===== src/rtl/sm_pkg.sv =====
// ----------------------------------------------------------------------------
// sm_pkg
// Shared definitions for the sign-magnitude accumulator slice:
//   SM_W        - width of a sign-magnitude word (sign + magnitude)
//   SM_MAG_W    - width of the magnitude field
//   SM_MAG_MAX  - largest representable magnitude
//   sm_state_t  - accumulator FSM state encoding
// ----------------------------------------------------------------------------
package sm_pkg;

  localparam int SM_W     = 8;
  localparam int SM_MAG_W = 7;

  localparam logic [SM_MAG_W-1:0] SM_MAG_MAX = 7'h7F;

  typedef enum logic [1:0] {
    IDLE = 2'd0,
    ACC  = 2'd1,
    OUT  = 2'd2
  } sm_state_t;

endpackage


===== src/rtl/sign_mag_adder.sv =====
// ----------------------------------------------------------------------------
// sign_mag_adder
// Combinational sign-magnitude adder.
// Ports:
//   a, b : SM_W-bit sign-magnitude operands (bit SM_W-1 = sign)
//   sum  : SM_W+1-bit raw sum {sign, carry, mag[SM_MAG_W-1:0]}
// The carry bit can only be set when both operands share a sign. An exact
// cancellation of opposite-sign operands yields a positive zero; a same-sign
// addition of two zeros keeps the operand sign and is normalised by the user.
// ----------------------------------------------------------------------------
module sign_mag_adder
  import sm_pkg::*;
(
  input  logic [SM_W-1:0] a,
  input  logic [SM_W-1:0] b,
  output logic [SM_W:0]   sum
);

  logic                a_sgn;
  logic                b_sgn;
  logic [SM_MAG_W-1:0] a_mag;
  logic [SM_MAG_W-1:0] b_mag;
  logic [SM_MAG_W-1:0] diff;

  assign a_sgn = a[SM_W-1];
  assign b_sgn = b[SM_W-1];
  assign a_mag = a[SM_MAG_W-1:0];
  assign b_mag = b[SM_MAG_W-1:0];

  always_comb begin
    sum  = '0;
    diff = '0;
    if (a_sgn == b_sgn) begin
      sum = {a_sgn, {1'b0, a_mag} + {1'b0, b_mag}};
    end else if (a_mag >= b_mag) begin
      diff = a_mag - b_mag;
      sum  = {(diff != '0) ? a_sgn : 1'b0, 1'b0, diff};
    end else begin
      diff = b_mag - a_mag;
      sum  = {b_sgn, 1'b0, diff};
    end
  end

endmodule


===== src/rtl/sm_accumulator.sv =====
// ----------------------------------------------------------------------------
// sm_accumulator
// Sums N_OPS sign-magnitude operands per frame and offers the result on a
// valid/ready handshake.
// Parameters:
//   N_OPS     - operands per frame (1..255)
// Ports:
//   clk       - clock, rising edge
//   rst_n     - synchronous active-low reset
//   start     - one-cycle pulse that begins a frame (honoured in IDLE only)
//   op_valid  - operand offer
//   op_ready  - operand accept (high in ACC only)
//   op_data   - sign-magnitude operand
//   res_valid - result offer (high in OUT)
//   res_ready - result accept
//   res_data  - sign-magnitude frame sum
//   res_ovf   - sticky: some partial sum magnitude exceeded SM_MAG_MAX
//   busy      - high whenever the FSM is not IDLE
// Build option:
//   SM_ACC_SAT_EN - when defined, an overflowing partial sum clamps to
//                   sign|SM_MAG_MAX; otherwise it wraps modulo 128.
// ----------------------------------------------------------------------------
module sm_accumulator
  import sm_pkg::*;
#(
  parameter int N_OPS = 4
)
(
  input  logic            clk,
  input  logic            rst_n,
  input  logic            start,
  input  logic            op_valid,
  output logic            op_ready,
  input  logic [SM_W-1:0] op_data,
  output logic            res_valid,
  input  logic            res_ready,
  output logic [SM_W-1:0] res_data,
  output logic            res_ovf,
  output logic            busy
);

  localparam logic [7:0] LAST_CNT = 8'(N_OPS - 1);

  // Fold a raw {sign, carry, mag} sum back into an SM_W-bit word.
  // Any zero magnitude is forced to +0 so 0x80 never reaches the register.
  function automatic logic [SM_W-1:0] fold_sum(input logic [SM_W:0] raw);
    logic [SM_MAG_W-1:0] mag;
`ifdef SM_ACC_SAT_EN
    mag = raw[SM_W-1] ? SM_MAG_MAX : raw[SM_MAG_W-1:0];
`else
    mag = raw[SM_MAG_W-1:0];
`endif
    if (mag == '0) begin
      return '0;
    end
    return {raw[SM_W], mag};
  endfunction

  sm_state_t       state;
  logic [7:0]      cnt;
  logic [SM_W-1:0] acc_p1;
  logic [SM_W:0]   sum_p0;
  logic            xfer_p0;

  // Stage 0: operand transfer and combinational add against the accumulator
  assign xfer_p0 = op_valid & op_ready;

  sign_mag_adder u_adder (
    .a   (acc_p1),
    .b   (op_data),
    .sum (sum_p0)
  );

  // Stage 1: registered accumulator, FSM and handshake outputs
  always_ff @(posedge clk) begin
    if (!rst_n) begin
      state     <= IDLE;
      cnt       <= '0;
      acc_p1    <= '0;
      res_ovf   <= 1'b0;
      op_ready  <= 1'b0;
      res_valid <= 1'b0;
      busy      <= 1'b0;
    end else begin
      case (state)
        IDLE: begin
          if (start) begin
            state    <= ACC;
            cnt      <= '0;
            acc_p1   <= '0;
            res_ovf  <= 1'b0;
            op_ready <= 1'b1;
            busy     <= 1'b1;
          end
        end
        ACC: begin
          if (xfer_p0) begin
            acc_p1 <= fold_sum(sum_p0);
            cnt    <= cnt + 8'd1;
            if (sum_p0[SM_W-1]) begin
              res_ovf <= 1'b1;
            end
            if (cnt == LAST_CNT) begin
              state     <= OUT;
              op_ready  <= 1'b0;
              res_valid <= 1'b1;
            end
          end
        end
        OUT: begin
          if (res_ready) begin
            state     <= IDLE;
            res_valid <= 1'b0;
            busy      <= 1'b0;
          end
        end
        default: begin
          state     <= IDLE;
          op_ready  <= 1'b0;
          res_valid <= 1'b0;
          busy      <= 1'b0;
        end
      endcase
    end
  end

  assign res_data = acc_p1;

endmodule


===== config.mk =====
export PLATFORM = sky130hd
export DESIGN_NAME = sm_accumulator
export DESIGN_NICKNAME = d
export VERILOG_FILES = /design/src/rtl/sm_pkg.sv /design/src/rtl/sign_mag_adder.sv /design/src/rtl/sm_accumulator.sv
export SDC_FILE = /design/constraint.sdc
export NUM_CORES = 1
export LEC_CHECK = 0
export CORE_MARGIN = 5
export CORE_UTILIZATION = 32
export DETAILED_ROUTE_END_ITERATION = 12
export PLACE_DENSITY_LB_ADDON = 0.05
export SETUP_SLACK_MARGIN = 0.2
export SKIP_CTS_REPAIR_TIMING = 1
export SKIP_LAST_GASP = 1
export SLEW_MARGIN = 10
export SYNTH_ARGS = -nofsm -noshare
export SYNTH_HDL_FRONTEND = slang
export SYNTH_SLANG_ARGS = --single-unit

===== constraint.sdc =====
create_clock -name clk -period 2.35 [get_ports clk]
set_clock_uncertainty 0.15 [all_clocks]
set_input_delay 0.235 -clock clk [delete_from_list [all_inputs] [get_ports clk]]
set_output_delay 0.235 -clock clk [all_outputs]
set_load 0.02 [all_outputs]

==> results.tsv <==
metric	value	unit
synthMuxAreaShare	0.0102	
max-slew-margin-rel	0.775	
fillCellCount	563	
nets	367	
worstPathRequired	2.40	ns
postSynthCellCount	241	
post-route-min-period	2.69	ns
synth_top_family_by_area	simple AND/OR/NAND/NOR gates	
synthFlopType	dfxtp_1	
synth.top_cells.by_count	ha_1 (25), inv_1 (25), dfxtp_1 (22)	
fp.dieH	88.1	µm
outcome	finished, violations left	
drv_slew	0	
syn-cell-area	1950	µm²
fmaxAchievable	371	MHz
syn_avg_cell_area	8.10	µm²
final_antenna_net_count	0	
numCtsBuffers	3	
global_route.overflow_total	0	
fp.dieW	88.1	µm
path_clk_slew	0.08	ns
final_cell_count_no_fill	400	
dp.cells	386	
clock_tree.buffer_depth	2	
grt_pass1_wl	8800	µm
core	5920	µm²
track_usage	0.143	
vias	1917	
p_per_area	337	nW/µm²
finalWorstSetupSlack	-0.343	ns
fp-row-count	28	
n_antenna_cell	0	
final-setup-viol-count	3	
final_layout_size_suffix_gt1_frac	0.394	
crit_chain	inv_4 > ha_4 > inv_2 > fa_2 > a21o_1 > a21oi_2 > buf_4 > or4_4 > o2111ai_4 > nor4_4 > mux2i_1 > o21ai_1 > a21oi_1	
clockRootBuffer	clkbuf_8	
ys_top_cells_by_area	dfxtp_1 (23%), ha_1 (16%), inv_1 (4.8%)	
tns	-0.684	ns
grt_max_degree	13	
ys_seq_area_frac	0.225	
ys_ff_latch	22	
synth_compound_area_frac	0.208	
globalplace.congestion	0.834	
critPathSlowestCell	fa_2	
io_pins	25	
path_delay_family	compound AO/OA/AOI/OAI gates	
drtIter0Drc	85	
start_util	0.330	
worstPathArrival	2.75	ns
cp-start-kind	flop	
die_area	7770	µm²
rsz0062_at_grt	yes	
synth.distinct_cells	49	
synthXorXnorAreaFrac	0.0711	
hold_class	flop to flop	
drc	0	
yosysTopAreaCell	dfxtp_1	
first_global_vias	1802	
first_pass_iters	4	
syn-num-nets	282	
cap_violations	0	
ir_drop	0.314	mV
routedWlPerCell	14.1	µm
hold_slack	0.323	ns
violations	setup timing	
syn2layout_area_growth	61.2	%
power.leakage	1.32	nW
path_max_fanout	3	
clkLatencyLatePin	0.26	ns
tightest_slew	0.338	ns
synthArstFlopShare	0	
synth_edf_count	0	
wirelength	5660	µm
htree_num_levels	1	
cts_tree	done	
final_util	0.532	
worstSetupPathType	flop to flop	
via_per_inst	4.79	
synth-warning-count	0	
antenna_found_initial	0	
synth_simple_gate_area_frac	0.227	
cp-end-kind	flop	
hpwl	4420	µm
cpPeakStageDelay	0.39	ns
cts.sinks	22	
post-synth-top-area-fraction	0.225	
power	1.06	mW
cp_num_buf_inv	3	
post-route-period-util	1.15	
hold_violations	0	
synth_fa_ha_area_frac	0.191	
port_buffers	24	
[layer usage]
metal  vias up  global-route usage  wire (µm)
met5         -                   0          0
met4         0              0.0234         39
met3         2              0.0273        174
met2        26               0.218       2560
met1       885               0.212       2880
li1       1004                   -          -
[where the power goes]
group / internal, mW / total, mW / switching, mW
registers: 0.383 / 0.400 / 0.0170
logic: 0.195 / 0.389 / 0.194
clock network: 0.149 / 0.272 / 0.123
total: 0.727 / 1.06 / 0.334
[stage by stage]
stage,cell area (µm²),setup slack (ns)
6_report,3150,-0.343
5_1_grt,3150,-0.460
4_1_cts,2780,-0.370
3_5_place_dp,2730,-0.647
3_3_place_gp,2730,-0.656
2_1_floorplan,2040,-0.0573
[cell type report]
type | instances | area (µm²) | area share
clock buffers | 4 | 55.1 | 0.0175
inverters | 25 | 96.3 | 0.0306
multi-input cells | 188 | 1710 | 0.543
flip-flops and latches | 22 | 457 | 0.145
well taps | 75 | 93.8 | 0.0298
repair buffers | 86 | 737 | 0.234
[layout by cell type, fill, tap and decap left out, types with 4 or more instances in the layout]
cell type / Yosys / final
a21oi_1: 18 / 12
a21oi_2: 1 / 5
a22oi_1: 8 / 5
a31oi_1: 5 / 4
and2_1: 4 / 4
buf_4: 1 / 57
buf_6: 1 / 5
clkbuf_8: 0 / 4
clkdlybuf4s50_1: 0 / 19
dfxtp_1: 22 / 15
dfxtp_2: 0 / 4
dlymetal6s2s_1: 0 / 5
ha_1: 25 / 16
ha_4: 0 / 9
inv_1: 25 / 19
inv_2: 0 / 5
nand2_1: 16 / 14
nand3_1: 7 / 6
nor2_1: 16 / 16
nor2b_1: 13 / 12
nor3_1: 7 / 5
o21ai_2: 0 / 4
xnor2_1: 6 / 4
xor2_1: 8 / 7
[logic make-up after synthesis]
group                      count (synthesis)
AOI/OAI and AO/OA                         61
buffers and inverters                     31
and+or+nand+nor                           82
muxes                                      2
xor gates and xnor gates                  15
DFF                                       22
adders and majority gates                 28
[path summary, 6_finish.rpt]
check	from	end	slack [ns]	cells after the start
worst max-delay path	res_data[0]	res_data[7]	-0.34	13
worst min-delay path	res_ovf	res_ovf	0.32	2
worst max register to register	res_data[0]	res_data[7]	-0.34	13
worst min register to register	res_ovf	res_ovf	0.32	2
[worst register-to-register path, cell delays in order, from the launching register on]
cell       delay, ns
dfxtp_4         0.35
inv_4           0.06
ha_4            0.12
inv_2           0.03
fa_2            0.39
a21o_1          0.20
a21oi_2         0.17
buf_4           0.16
or4_4           0.12
o2111ai_4       0.13
nor4_4          0.34
mux2i_1         0.22
o21ai_1         0.07
a21oi_1         0.12
[registers in the layout (all words and copies together) (netlist names)]
signal and cells:
op_ready 1, busy 1, cnt 8, res_data 8, res_ovf 1, state 2, res_valid 1
Note: power is estimated with default switching activity, not from simulation.
